$ cat config.mk
export PLATFORM = sky130hd
export DESIGN_NAME = cpu_controller
export DESIGN_NICKNAME = d
export VERILOG_FILES = /design/src/rtl/cpu_controller.sv
export SDC_FILE = /design/constraint.sdc
export NUM_CORES = 1
export LEC_CHECK = 0
export CORE_UTILIZATION = 30
export DETAILED_ROUTE_END_ITERATION = 7
export PLACE_DENSITY_LB_ADDON = 0.05
export RECOVER_POWER = 50
export SYNTH_ARGS = -nofsm -noshare
export SYNTH_HDL_FRONTEND = slang
export SYNTH_SLANG_ARGS = --single-unit
$ cat constraint.sdc
create_clock -name clk -period 1.35 [get_ports clk]
set_input_delay 0.27 -clock clk [delete_from_list [all_inputs] [get_ports clk]]
set_output_delay 0.27 -clock clk [all_outputs]
set_load 0.02 [all_outputs]
$ cat src/rtl/cpu_controller.sv
// Moore FSM sequencing one instruction at a time through the register-file/ALU datapath.
// Define CPU_CONTROLLER_ILLEGAL_TRAP_EN to lock up in a TRAP state on unsupported instructions.
module cpu_controller (
  input  logic       clk,
  input  logic       reset,
  input  logic       s,
  input  logic [2:0] opcode,
  input  logic [1:0] op,
  output logic       w,
  output logic [1:0] nsel,
  output logic [1:0] vsel,
  output logic       loada,
  output logic       loadb,
  output logic       loadc,
  output logic       loads,
  output logic       asel,
  output logic       bsel,
  output logic       write,
  output logic       illegal
);

  typedef enum logic [3:0] {
    S_WAIT      = 4'd0,
    S_DECODE    = 4'd1,
    S_WRITE_IMM = 4'd2,
    S_GET_A     = 4'd3,
    S_GET_B     = 4'd4,
    S_ALU       = 4'd5,
    S_ALU_A0    = 4'd6,
    S_CMP       = 4'd7,
`ifdef CPU_CONTROLLER_ILLEGAL_TRAP_EN
    S_TRAP      = 4'd9,
`endif
    S_WRITE_REG = 4'd8
  } state_t;

  localparam logic [4:0] I_MOV_IMM = 5'b110_10;
  localparam logic [4:0] I_MOV_REG = 5'b110_00;
  localparam logic [4:0] I_ADD     = 5'b101_00;
  localparam logic [4:0] I_CMP     = 5'b101_01;
  localparam logic [4:0] I_AND     = 5'b101_10;
  localparam logic [4:0] I_MVN     = 5'b101_11;

  state_t     state;
  state_t     next_state;
  logic [4:0] instr;

  assign instr = {opcode, op};

  always_ff @(posedge clk or posedge reset) begin
    if (reset) state <= S_WAIT;
    else       state <= next_state;
  end

  // The A-input zeroing for MOV/MVN is resolved in GET_B so ALU outputs stay pure Moore.
  always_comb begin
    next_state = state;
    case (state)
      S_WAIT:      if (s) next_state = S_DECODE;
      S_DECODE: begin
        case (instr)
          I_MOV_IMM:             next_state = S_WRITE_IMM;
          I_MOV_REG, I_MVN:      next_state = S_GET_B;
          I_ADD, I_CMP, I_AND:   next_state = S_GET_A;
`ifdef CPU_CONTROLLER_ILLEGAL_TRAP_EN
          default:               next_state = S_TRAP;
`else
          default:               next_state = S_WAIT;
`endif
        endcase
      end
      S_WRITE_IMM: next_state = S_WAIT;
      S_GET_A:     next_state = S_GET_B;
      S_GET_B: begin
        if (instr == I_CMP)                           next_state = S_CMP;
        else if (instr == I_MOV_REG || instr == I_MVN) next_state = S_ALU_A0;
        else                                          next_state = S_ALU;
      end
      S_ALU:       next_state = S_WRITE_REG;
      S_ALU_A0:    next_state = S_WRITE_REG;
      S_CMP:       next_state = S_WAIT;
      S_WRITE_REG: next_state = S_WAIT;
`ifdef CPU_CONTROLLER_ILLEGAL_TRAP_EN
      S_TRAP:      next_state = S_TRAP;
`endif
      default:     next_state = S_WAIT;
    endcase
  end

  always_comb begin
    w       = 1'b0;
    nsel    = 2'b00;
    vsel    = 2'b00;
    loada   = 1'b0;
    loadb   = 1'b0;
    loadc   = 1'b0;
    loads   = 1'b0;
    asel    = 1'b0;
    bsel    = 1'b0;
    write   = 1'b0;
    illegal = 1'b0;
    case (state)
      S_WAIT:      w = 1'b1;
      S_WRITE_IMM: begin
        vsel  = 2'b01;
        write = 1'b1;
      end
      S_GET_A:     loada = 1'b1;
      S_GET_B: begin
        nsel  = 2'b10;
        loadb = 1'b1;
      end
      S_ALU:       loadc = 1'b1;
      S_ALU_A0: begin
        loadc = 1'b1;
        asel  = 1'b1;
      end
      S_CMP:       loads = 1'b1;
      S_WRITE_REG: begin
        nsel  = 2'b01;
        write = 1'b1;
      end
`ifdef CPU_CONTROLLER_ILLEGAL_TRAP_EN
      S_TRAP:      illegal = 1'b1;
`endif
      default: ;
    endcase
  end

endmodule

# After elaboration in Yosys (flattened, before gate mapping)

Cells that the tools add are included.

Memories: 0
Input bits: 8
Latch bits: 0
Bits in read-only memories: 0
Word-level logic and storage cells: 36
Register bits after elaboration: 4
RAM bits: 0
Output and inout bits: 13

Bitwise logic cells: 0
Add/sub/neg operators: 0
Reduce and logical (&&, ||, !) cells: 6
Multipliers: 0
Shift-type cells: 0
Multiplexer cells: 14
Magnitude comparators: 0
Divide/modulo/power cells: 0
Eq/ne operators: 15

Operators by type and width:

| operator                                                         | number |
|---|---|
| 5-bit == test (second input constant)                            | 6 |
| 4-bit case mux with 5 select lines                               | 1 |
| 4-bit by 3-bit == test with 1-bit output (second input constant) | 4 |
| 3-bit case mux with 3 select lines                               | 1 |
| 4-bit by 2-bit == test with 1-bit output (second input constant) | 2 |
| 1-bit two-way mux                                                | 8 |
| 2-bit OR reduction                                               | 3 |
| 4-bit by 1-bit == test with 1-bit output (second input constant) | 1 |
| 4-bit == test (second input constant)                            | 1 |
| 4-bit logical NOT                                                | 1 |
| 2-bit two-way mux                                                | 2 |
| 4-bit two-way mux                                                | 1 |
| 2-bit case mux with 2 select lines                               | 1 |
| 3-bit OR reduction                                               | 1 |
| 2-bit inequality test (second input constant)                    | 1 |
| 1-bit logical OR                                                 | 1 |

# Longest topological paths before layout

Gate-level depths: netlist (run 1).

Depth after elaboration: 5
Gate-level depth with buffers: 4
Depth with buffers taken out: 4

# Worst setup path after synthesis (run 1)

No wires, ideal clock.

Path type: register to output
From: register state[0]
To: output port nsel[1]
Path slack: -331 ps
Data required time: 1080 ps
Buffers on the path: 2
Cell stages (with the launch flop): 5
Arrival time: 1411 ps
Cells stage by stage: dfrtp_1 -> buf_6 -> nand2b_4 -> nor3_1 -> buf_4

Word-level cells in the longest chain between the ends: 2
Elaborated cells between the ends (all ways): 3
Those cells by class: eq/ne (2); mux (1)

RTL lines:

| element                                                                   | line | text |
|---|---|---|
| start, declared                                                           | 44   | `state_t state;` |
| start signal, assigned                                                    | 52   | `else state <= next_state;` |
| 4-bit == test or 4-bit by 3-bit == test with 1-bit output (tied branches) | 102  | `case (state)` |
| 2-bit case mux with 2 select lines (*)                                    | 102  |  |
| end, declared                                                             | 10   | `output logic [1:0] nsel,` |

Mark *: on every way between the ends. The rest lies on a longest branch, timed or not.

# Worst setup path in the final report (run 1)

From: register state[1]
To: output port write

Word-level cells in the longest chain between the ends: 3
Elaborated cells between the ends (all ways): 4
Those cells by class: eq/ne (2); mux (1); reduce/logical (1)

RTL lines:

| element                                                                   | line | text |
|---|---|---|
| 4-bit == test or 4-bit by 2-bit == test with 1-bit output (tied branches) | 102  |  |
| 2-bit OR reduction (no line) (*)                                          | n/a  |  |
| 1-bit two-way mux (*)                                                     | 102  |  |
| end, declared                                                             | 18   | `output logic write,` |

Marked as above.

==> impl_metrics.env, run 1 <==
export IMPL_drive_gt1_frac=0.630
export IMPL_core_area_um2=1190
export IMPL_syn_inst=47
export IMPL_cts_tree="yes"
export IMPL_switchingPower_uw=451
export IMPL_pre_cts_slack_ns=-0.476
export IMPL_yosys_area_top_type="dfrtp_1"
export IMPL_crit_family="flip-flops"
export IMPL_fin_setup_tns_ns=-1.40
export IMPL_wl_per_cell_um=14.4
export IMPL_holdWs_ns=0.348
export IMPL_cp_max_fo=6
export IMPL_critPathLaunchType="flop"
export IMPL_setup_ws_ns=-0.183
export IMPL_drt_iter0_markers=6
export IMPL_p_comb_frac=0.665
export IMPL_first_global_vias=435
export IMPL_top_register="state"
export IMPL_grt_util_all_layers=0.198
export IMPL_ios=21
export IMPL_biggestRegsByFlops="state: 4 flops"
export IMPL_cts_buffer_depth=2
export IMPL_mostFrequentLayoutCell="buf_4"
export IMPL_rsz0062_at_grt="true"
export IMPL_worstPathArrival_ns=1.26
export IMPL_violations="setup timing"
export IMPL_ant_nets=0
export IMPL_cts_root_buf="clkbuf_4"
export IMPL_path_clk_slew_ns=0.04
export IMPL_syn_avg_cell_area_um2=8.68
export IMPL_reg2reg_slack_ns=0.06
export IMPL_htreeDepth=1
export IMPL_finalMaxSlewViolations=0
export IMPL_worst_skew_pair_late_latency_ns=0.24
export IMPL_hpwl_um=825
export IMPL_die_w_um=38.9
export IMPL_setup_viol=10
export IMPL_synth_seq_cells=4
export IMPL_fmax_mhz=652
export IMPL_power_frac_clock=0.140
export IMPL_yosysUniqueCellTypes=29
export IMPL_critPathKind="reg2out"
export IMPL_drt_vias_per_instance=5.07
export IMPL_overflow=0
export IMPL_synth_top_cell_area_share=0.245
export IMPL_fp_dieArea_um2=1510
export IMPL_p_sw_frac=0.394
export IMPL_die_h_um=38.9
export IMPL_period_needed_ns=1.53
export IMPL_place_congestion=0.721
export IMPL_start_util=0.344
export IMPL_irDropWorstVdd_mv=0.666
export IMPL_p_leak_uw=0.000398
export IMPL_fillers=95
export IMPL_cp_required_ns=1.08
export IMPL_hold_violations=0
export IMPL_drt_wl_total_um=1370
export IMPL_port_buffers=17
export IMPL_final_nets=91
export IMPL_final_period_utilization=1.14
export IMPL_final_cell_mix="24 x buf_4, 6 x buf_6, 4 x dfrtp_2"
export IMPL_critical_path_max_stage_delay_ns=0.45
export IMPL_worstSetupEndpointType="primary output"
export IMPL_antennaDiodeCount=0
export IMPL_drv_cap=0
export IMPL_vias=482
export IMPL_postCtsHoldBufs=0
export IMPL_synthTopCellsByArea="dfrtp_1 25%, buf_4 7.4%, nor4b_4 5.8%"
export IMPL_route_detailed_drc=0
export IMPL_syn_cell_area_um2=408
export IMPL_power_density_nw_per_um2=1440
export IMPL_crit_chain="nand2b_4 -> a211oi_4 -> buf_6"
export IMPL_cp_slowest_cell="dfrtp_2"
export IMPL_yosys_warnings=0
export IMPL_num_rows=12
export IMPL_pwr_share_seq=0.195
export IMPL_outcome="complete, but fails checks"
export IMPL_fin_skew_ns=0.00133
export IMPL_largest_register_ff_count=4
export IMPL_min_path_type="in2async"
export IMPL_cts_sinks=4
export IMPL_area_delta_synth_final_pct=95.1
export IMPL_grt_pass1_wl_um=1990
export IMPL_yosysSeqAreaShare=0.245
export IMPL_antenna_found_initial=0
export IMPL_cts_buffers=3
export IMPL_p_int_uw=694
export IMPL_cp_num_buf_inv=1
export IMPL_grt_start_max_net_pins=7
export IMPL_firstDrtPassIters=4
cell families (layout without fill, tap and decap cells):
| family | after synthesis | after routing | synth area share |
|---|---|---|---|
| AND/OR/NAND/NOR | 23 | 23 | 0.436 |
| AO/OA/AOI/OAI | 9 | 9 | 0.144 |
| buffers and inverters | 9 | 41 | 0.144 |
| flip-flops | 4 | 4 | 0.245 |
| other | 1 | 3 | 0.00919 |
| XOR/XNOR | 1 | 1 | 0.0215 |
layer usage:
layer  wire [um]  GRT usage
met5           0          0
met4          22      0.103
met2         768      0.329
met3          46     0.0347
met1         529      0.239
final timing paths:
check,startpoint,end,depth (start not counted)
setup / recovery,state[1],write,3
hold / removal,reset,state[3],2
setup reg to reg,state[2],state[2],5
hold reg to reg,state[3],state[2],2
max in group asynchronous,reset,state[0],2
min in group clk,op[0],state[1],4
power by group through the flow:
stage	logic [uW]	registers [uW]	clock network (uW)
final	761	223	160
after global routing	820	227	179
after CTS	711	219	162
after detailed placement	613	226	0
after global placement	599	224	0
after floorplan	415	171	0
worst reg2reg max path: stages (launching register included):
cell and delay (ns):
dfrtp_2 0.45, buf_4 0.15, buf_4 0.13, nand2b_1 0.16
o21bai_1 0.18, a21oi_1 0.15
synthesized netlist by cell type (all sizes together):
master  n
and4bb  1
a41oi   1
nor3b   3
nor3    3
nor4b   1
nand2b  4
inv     1
o21bai  1
o22ai   2
a21oi   3
and3    1
and2b   1
nor2    2
nand2   1
nor4    1
and2    1
buf     7
clkbuf  1
a211oi  1
dfrtp   4
o21a    1
or2     1
nor2b   1
conb    1
and4b   2
xnor2   1
stage by stage:
stage / instances / area, um2 / total power [uW] / utilization
floorplan: 49 / 462 / 586 / -
global placement: 81 / 662 / 823 / 0.558
detailed placement: 81 / 662 / 839 / 0.558
CTS: 91 / 741 / 1090 / 0.624
global route: 95 / 796 / 1230 / 0.671
finish: 95 / 796 / 1140 / 0.671
final cells by class:
class | instances | area (um2) | area share
Multi-Input combinational cell | 36 | 323 | 0.406
Tap cell | 14 | 17.5 | 0.0220
Inverter | 1 | 3.75 | 0.00472
Clock buffer | 3 | 22.5 | 0.0283
Timing Repair Buffer | 37 | 324 | 0.407
Sequential cell | 4 | 105 | 0.132
timing repair:
item / in CTS / in global routing
buffers inserted: 7 / 4
setup endpoints to repair: 11 / 13
gates resized for setup: 62 / 8
pin swaps: 4 / 5
endpoints found under the hold margin: 0 / 0
Note: power is estimated with default switching activity, not from simulation.
==> run 2: changes to the inputs <==
- CTS_CLUSTER_DIAMETER: default -> 80
==> results of run 2 <==
No change in the layout: final DEF, timing and power equal those of run 1.
